[config.mk]
export PLATFORM = sky130hd
export DESIGN_NAME = rhythm_note_lane_flat
export DESIGN_NICKNAME = d
export VERILOG_FILES = /design/src/rtl/rhythm_note_lane_if.sv /design/src/rtl/rhythm_note_lane.sv /design/src/flat_wrapper.sv
export SDC_FILE = /design/constraint.sdc
export NUM_CORES = 1
export LEC_CHECK = 0
export CAP_MARGIN = 20
export CORE_ASPECT_RATIO = 1.1
export CORE_UTILIZATION = 50
export CTS_CLUSTER_DIAMETER = 150
export CTS_CLUSTER_SIZE = 28
export DETAILED_ROUTE_END_ITERATION = 12
export PLACE_DENSITY = 0.77
export SLEW_MARGIN = 20
export SYNTH_ARGS = -nofsm -noshare
export SYNTH_HDL_FRONTEND = slang
export SYNTH_SLANG_ARGS = --single-unit
[constraint.sdc]
create_clock -name frame_clk -period 3 [get_ports frame_clk]
set_input_delay 0.9 -clock frame_clk [delete_from_list [all_inputs] [get_ports frame_clk]]
set_output_delay 0.9 -clock frame_clk [all_outputs]
set_load 0.01 [all_outputs]
[src/rtl/rhythm_note_lane_if.sv]
// Key inputs and renderer/score outputs of one note lane.
// slave: the lane itself; master: whatever drives keys and consumes results.
interface rhythm_note_lane_if;
  logic [7:0] keycode;
  logic [7:0] keycode_second;
  logic [9:0] noteX;
  logic [9:0] noteY;
  logic       visible;
  logic       hit;
  logic       perfect;
  logic       miss;
  logic       hit_pulse;
  logic [1:0] points;
  logic       done;

  modport slave (
    input  keycode, keycode_second,
    output noteX, noteY, visible, hit, perfect, miss, hit_pulse, points, done
  );

  modport master (
    output keycode, keycode_second,
    input  noteX, noteY, visible, hit, perfect, miss, hit_pulse, points, done
  );
endinterface

[src/rtl/rhythm_note_lane.sv]
// Single-lane note dropper: delay after start key, fall, judge the lane key press.
// state   | meaning
// HALTED  | idle at Y_START, waiting for START_KEY
// DELAY   | counting START_DELAY+1 frames before the fall
// FALL    | note visible and moving, press judged each frame
// HIT     | judged hit, results held until RESET_KEY
// MISS    | note reached miss line, results held until RESET_KEY
module rhythm_note_lane #(
  parameter logic [9:0]  X_POS       = 10'd500,
  parameter logic [9:0]  Y_START     = 10'd100,
  parameter logic [9:0]  Y_MAX       = 10'd400,
  parameter logic [9:0]  NOTE_H      = 10'd40,
  parameter logic [3:0]  SPEED       = 4'd1,
  parameter logic [11:0] START_DELAY = 12'd2420,
  parameter logic [9:0]  HIT_LO      = 10'd340,
  parameter logic [9:0]  PERF_LO     = 10'd360,
  parameter logic [9:0]  PERF_HI     = 10'd380,
  parameter logic [7:0]  LANE_KEY    = 8'h4f,
  parameter logic [7:0]  START_KEY   = 8'h2c,
  parameter logic [7:0]  RESET_KEY   = 8'h01
) (
  input  logic              frame_clk,
  input  logic              Reset,
  rhythm_note_lane_if.slave bus
);

  typedef enum logic [2:0] {
    S_HALTED = 3'd0,
    S_DELAY  = 3'd1,
    S_FALL   = 3'd2,
    S_HIT    = 3'd3,
    S_MISS   = 3'd4
  } state_t;

  state_t      state_q, state_d;
  logic [9:0]  note_y_q, note_y_d;
  logic [11:0] cnt_q, cnt_d;
  logic        press_prev_q, press_prev_d;
  logic        visible_q, visible_d;
  logic        hit_q, hit_d;
  logic        perfect_q, perfect_d;
  logic        miss_q, miss_d;
  logic        hit_pulse_q, hit_pulse_d;
  logic [1:0]  points_q, points_d;
  logic        done_q, done_d;

  logic        press, press_edge;
  logic [10:0] bottom, y_step;
  logic [9:0]  y_limit;
  logic        hit_now, in_perfect, miss_now;

  assign press      = (bus.keycode == LANE_KEY) || (bus.keycode_second == LANE_KEY);
  assign press_edge = press & ~press_prev_q;
  assign bottom     = {1'b0, note_y_q} + {1'b0, NOTE_H};
  assign y_step     = {1'b0, note_y_q} + {7'b0, SPEED};
  assign y_limit    = Y_MAX - NOTE_H;
  assign miss_now   = bottom >= {1'b0, Y_MAX};
  assign hit_now    = press_edge && (bottom >= {1'b0, HIT_LO}) && !miss_now;
  assign in_perfect = (bottom >= {1'b0, PERF_LO}) && (bottom <= {1'b0, PERF_HI});

  always_ff @(posedge frame_clk) begin
    if (Reset) begin
      state_q      <= S_HALTED;
      note_y_q     <= Y_START;
      cnt_q        <= '0;
      press_prev_q <= 1'b0;
      visible_q    <= 1'b0;
      hit_q        <= 1'b0;
      perfect_q    <= 1'b0;
      miss_q       <= 1'b0;
      hit_pulse_q  <= 1'b0;
      points_q     <= 2'd0;
      done_q       <= 1'b0;
    end else begin
      state_q      <= state_d;
      note_y_q     <= note_y_d;
      cnt_q        <= cnt_d;
      press_prev_q <= press_prev_d;
      visible_q    <= visible_d;
      hit_q        <= hit_d;
      perfect_q    <= perfect_d;
      miss_q       <= miss_d;
      hit_pulse_q  <= hit_pulse_d;
      points_q     <= points_d;
      done_q       <= done_d;
    end
  end

  always_comb begin
    state_d = state_q;
    case (state_q)
      S_HALTED: if (bus.keycode == START_KEY) state_d = S_DELAY;
      S_DELAY:  if (cnt_q >= START_DELAY) state_d = S_FALL;
      S_FALL: begin
        if (hit_now)       state_d = S_HIT;
        else if (miss_now) state_d = S_MISS;
      end
      S_HIT, S_MISS: if (bus.keycode == RESET_KEY) state_d = S_HALTED;
      default: state_d = S_HALTED;
    endcase
  end

  // Registered outputs: everything below is the value seen after the edge.
  always_comb begin
    note_y_d     = note_y_q;
    cnt_d        = cnt_q;
    press_prev_d = press;
    hit_d        = hit_q;
    perfect_d    = perfect_q;
    miss_d       = miss_q;
    points_d     = points_q;
    hit_pulse_d  = 1'b0;
    visible_d    = (state_d == S_FALL);
    done_d       = (state_d == S_HIT) || (state_d == S_MISS);
    case (state_q)
      S_DELAY: if (cnt_q < START_DELAY) cnt_d = cnt_q + 12'd1;
      S_FALL: begin
        if (hit_now) begin
          hit_d       = 1'b1;
          hit_pulse_d = 1'b1;
          perfect_d   = in_perfect;
          points_d    = in_perfect ? 2'd2 : 2'd1;
        end else if (miss_now) begin
          miss_d      = 1'b1;
          hit_pulse_d = 1'b1;
          points_d    = 2'd0;
        end else begin
          note_y_d = (y_step > {1'b0, y_limit}) ? y_limit : y_step[9:0];
        end
      end
      S_HIT, S_MISS: begin
        if (state_d == S_HALTED) begin
          note_y_d  = Y_START;
          cnt_d     = '0;
          hit_d     = 1'b0;
          perfect_d = 1'b0;
          miss_d    = 1'b0;
          points_d  = 2'd0;
        end
      end
      default: begin
        note_y_d  = Y_START;
        cnt_d     = '0;
        hit_d     = 1'b0;
        perfect_d = 1'b0;
        miss_d    = 1'b0;
        points_d  = 2'd0;
      end
    endcase
  end

  assign bus.noteX     = X_POS;
  assign bus.noteY     = note_y_q;
  assign bus.visible   = visible_q;
  assign bus.hit       = hit_q;
  assign bus.perfect   = perfect_q;
  assign bus.miss      = miss_q;
  assign bus.hit_pulse = hit_pulse_q;
  assign bus.points    = points_q;
  assign bus.done      = done_q;

endmodule

[src/flat_wrapper.sv]
// flat-port wrapper written by rule: the top's interface ports become plain ports
module rhythm_note_lane_flat 
#(
  parameter logic [9:0]  X_POS       = 10'd500,
  parameter logic [9:0]  Y_START     = 10'd100,
  parameter logic [9:0]  Y_MAX       = 10'd400,
  parameter logic [9:0]  NOTE_H      = 10'd40,
  parameter logic [3:0]  SPEED       = 4'd1,
  parameter logic [11:0] START_DELAY = 12'd2420,
  parameter logic [9:0]  HIT_LO      = 10'd340,
  parameter logic [9:0]  PERF_LO     = 10'd360,
  parameter logic [9:0]  PERF_HI     = 10'd380,
  parameter logic [7:0]  LANE_KEY    = 8'h4f,
  parameter logic [7:0]  START_KEY   = 8'h2c,
  parameter logic [7:0]  RESET_KEY   = 8'h01
)
  (frame_clk, Reset, bus_keycode, bus_keycode_second, bus_noteX, bus_noteY, bus_visible, bus_hit, bus_perfect, bus_miss, bus_hit_pulse, bus_points, bus_done);
  rhythm_note_lane_if bus_i ();
  input  logic frame_clk;
  input  logic Reset;
  input wire logic [$bits(bus_i.keycode)-1:0] bus_keycode;
  input wire logic [$bits(bus_i.keycode_second)-1:0] bus_keycode_second;
  output wire logic [$bits(bus_i.noteX)-1:0] bus_noteX;
  output wire logic [$bits(bus_i.noteY)-1:0] bus_noteY;
  output wire logic [$bits(bus_i.visible)-1:0] bus_visible;
  output wire logic [$bits(bus_i.hit)-1:0] bus_hit;
  output wire logic [$bits(bus_i.perfect)-1:0] bus_perfect;
  output wire logic [$bits(bus_i.miss)-1:0] bus_miss;
  output wire logic [$bits(bus_i.hit_pulse)-1:0] bus_hit_pulse;
  output wire logic [$bits(bus_i.points)-1:0] bus_points;
  output wire logic [$bits(bus_i.done)-1:0] bus_done;
  assign bus_i.keycode = bus_keycode;
  assign bus_i.keycode_second = bus_keycode_second;
  assign bus_noteX = bus_i.noteX;
  assign bus_noteY = bus_i.noteY;
  assign bus_visible = bus_i.visible;
  assign bus_hit = bus_i.hit;
  assign bus_perfect = bus_i.perfect;
  assign bus_miss = bus_i.miss;
  assign bus_hit_pulse = bus_i.hit_pulse;
  assign bus_points = bus_i.points;
  assign bus_done = bus_i.done;
  rhythm_note_lane #(.X_POS(X_POS), .Y_START(Y_START), .Y_MAX(Y_MAX), .NOTE_H(NOTE_H), .SPEED(SPEED), .START_DELAY(START_DELAY), .HIT_LO(HIT_LO), .PERF_LO(PERF_LO), .PERF_HI(PERF_HI), .LANE_KEY(LANE_KEY), .START_KEY(START_KEY), .RESET_KEY(RESET_KEY)) u_core (.frame_clk(frame_clk), .Reset(Reset), .bus(bus_i));
endmodule
==> impl_metrics.toml <==
[setup_path]
crit_start = "bus_keycode_second[6]"
path_cells = "clkdlybuf4s50_1 > nand2b_1 > or4_1 > a21o_1 > o21a_4 > o21a_1 > a211oi_1 > a41oi_1"
start_kind = "input port"
crit_family = "compound AO/OA/AOI/OAI gates"
critPathMaxFanout = 9
rr_startpoint = "u_core.bus.noteY[3]"
cp.depth = 8
crit_path_end_kind = "register"
max_stage_delay_ns = 0.50
ff2ff_path_depth = 9
crit_path_end = "u_core.bus.noteY[5]"
worstPathArrival_ns = 2.91
worstPathRequired_ns = 3.13
crit_type = "in -> reg"
reg2reg_to = "u_core.bus.noteY[2]"
regToRegSetupSlack_ns = 0.29
crit_buf_inv = 1
slowest_stage = "or4_1"

[placement]
dp_hpwl_um = 4270
dpl_cell_area_sq_um = 2810
place.port_buffers = 35
post-place-ws_ns = -0.0911
dp.cells = 391
gp_congestion = 0.984

[clock_network]
cts_buffers = 5
cts_buffer_depth = 2
cts-hold-fix-buffers = 0
clock-sinks = 34
cts_tree = "built"
htreeDepth = 2
clk_pin_slew_ns = 0.08
root_buffer = "clkbuf_8"
clock_latency_ns = 0.29
cts_setup_buffers = 0

[logic_synthesis]
synth-main-ff-cell = "dfxtp_1"
synth_cell_types = 69
syn_area_per_cell_sq_um = 8.03
yosysWarningCount = 0
ys_ff_latch = 34
synth-edff-count = 0
synthArstFlopShare_pct = 0
synth_area_sq_um = 2390
synth-seq-area-share_pct = 28.4
synth_cells = 298

[power_and_ir_drop]
power.density_nw_per_um2 = 341
p_sw_share_pct = 19.7
pwr-share-seq_pct = 44.8
p_sw_mw = 0.199
p_int_mw = 0.808
leakage_nw = 1.06
clkPwrFrac_pct = 51.0
combPwrFrac_pct = 4.2
peakVddDrop_mv = 0.155

[route]
postRouteAntennaNets = 0
drtIter0Drc = 197
via_per_inst = 5.84
wl_um = 5860
vias = 2329
avgRoutedWirePerCell_um = 14.7
wl_met2_um = 2850
dr.max_layer_used = "met4"
wl_met3_um = 360
first_pass_iters = 4
drc_errors = 0
m1WireLength_um = 2470

[grt]
grt_max_degree = 19
antenna_found_initial = 0
overflow = 0
grt_pass1_vias = 2189
grt_pass1_wl_um = 9630
grt_use_total_pct = 25.1

[floorplanning]
die_h_um = 74.6
die-area_sq_um = 5070
io_pins = 46
rows = 26
chipWidth_um = 68.0
core_sq_um = 4620
start_util_pct = 51.8

[layout]
final_nets = 368
final_common_cell = "clkdlybuf4s50_1"
final_util_pct = 64.0
multi_input_area_sq_um = 1530
fillers = 405
diodes = 0
final_cell_area_sq_um = 2960
area_growth_syn_to_layout_pct = 23.5
final_cell_mix = "35 x clkdlybuf4s50_1, 33 x dfxtp_1, 28 x nor2_1, 28 x nand2_1, 18 x buf_4"
drive_gt1_share_pct = 12.2
final-instance-count-excl-fill = 399
ff_latch_area_sq_um = 682

[job]
cap_viol_max_count = 0

[timing]
hold_viol = 0
finalSetupViolations = 0
slew_headroom_pct = 54.0
rsz0062_at_grt = "no"
tightest_slew_ns = 0.689
fmax_mhz = 360
fin_crit_ns = 2.78
period_share_pct = 92.6
fin_skew_ns = 0.0108
drv_slew = 0
final.setup.tns_ns = 0
worst_slack_ns = 0.222

[worst_hold_path]
hold_class = "reg -> reg"

[status]
outcome = "finished clean"
[sequential cells by signal, summed over array words and instances (netlist names)]
| register | count |
|---|---|
| u_core.bus.miss | 1 |
| u_core.bus.perfect | 1 |
| u_core.bus.noteY | 10 |
| u_core.state_q | 3 |
| u_core.bus.visible | 1 |
| u_core.bus.hit_pulse | 1 |
| u_core.press_prev_q | 1 |
| u_core.cnt_q | 12 |
| u_core.bus.done | 1 |
| u_core.bus.hit | 1 |
| u_core.bus.points | 2 |
[cells in the mapped netlist (all sizes together) (5+ instances only)]
cell,n,share of area (%)
dfxtp,34,28
nand2,28,4.4
nor2,28,4.4
buf,22,6.6
a21oi,16,3.5
nand3,16,3.3
inv,14,2.2
nand4,11,2.9
xnor2,9,3.3
xor2,9,3.3
ha,8,4.2
nand2b,8,2.1
o21ai,7,1.6
a31oi,6,1.6
and3,6,1.6
nor3,5,1.0
[metal layers]
layer	GRT usage (%)	vias up
li1	-	1145
met1	29.7	1092
met2	42.6	77
met3	5.21	15
met4	12.0	0
met5	0	-
[tightest hold or removal path, delay by kind of cell (launching register included)]
| family | cells | cell delay (ns) |
|---|---|---|
| and+or+nand+nor | 1 | 0.05 |
| AOI/OAI and AO/OA | 1 | 0.05 |
| DFF | 1 | 0.32 |
[repair_timing]
item,in CTS,in global routing
resized for setup,0,2
hold endpoints to repair,0,0
endpoints found under the setup margin,0,2
[how the worst min path moves through the flow]
stage                          from                   end  cells past startpoint
6_report             u_core.bus.hit        u_core.bus.hit                      2
5_1_grt        u_core.bus.points[1]  u_core.bus.points[1]                      2
4_1_cts              u_core.bus.hit        u_core.bus.hit                      2
3_5_place_dp         u_core.bus.hit        u_core.bus.hit                      2
3_3_place_gp         u_core.bus.hit        u_core.bus.hit                      2
2_1_floorplan      u_core.cnt_q[11]      u_core.cnt_q[11]                      2
[layout make-up]
type | count | area share [%]
Multi-Input combinational cell | 234 | 51.7
Tap cell | 56 | 2.37
Sequential cell | 34 | 23.1
Clock buffer | 5 | 2.33
Timing Repair Buffer | 53 | 16.4
Inverter | 14 | 1.78
Clock inverter | 3 | 2.33
[stage by stage]
stage | power [mW] | hold slack [ns]
6_report | 1.01 | 0.461
3_3_place_gp | 0.503 | 0.447
4_1_cts | 1.01 | 0.462
5_1_grt | 1.04 | 0.483
3_5_place_dp | 0.504 | 0.451
2_1_floorplan | 0.486 | 0.446
[kinds of logic (layout without fill, tap and decap cells)]
family,count (synthesis),count (layout),synth area share [%]
and+or+nand+nor,128,128,28.9
buffers and inverters,38,75,9.10
DFF,34,34,28.4
xor gates and xnor gates,18,18,6.59
adders and majority gates,8,8,4.18
AOI/OAI and AO/OA,70,70,22.5
other,2,10,0.314
[power groups by stage]
| stage | clock [mW] | sequential, mW | combinational, mW |
|---|---|---|---|
| 6_report | 0.514 | 0.451 | 0.0423 |
| 5_1_grt | 0.539 | 0.451 | 0.0461 |
| 4_1_cts | 0.518 | 0.451 | 0.0421 |
| 3_5_place_dp | 0 | 0.462 | 0.0419 |
| 3_3_place_gp | 0 | 0.462 | 0.0414 |
| 2_1_floorplan | 0 | 0.462 | 0.0239 |
No activity file was read; power rests on OpenSTA's default activity.
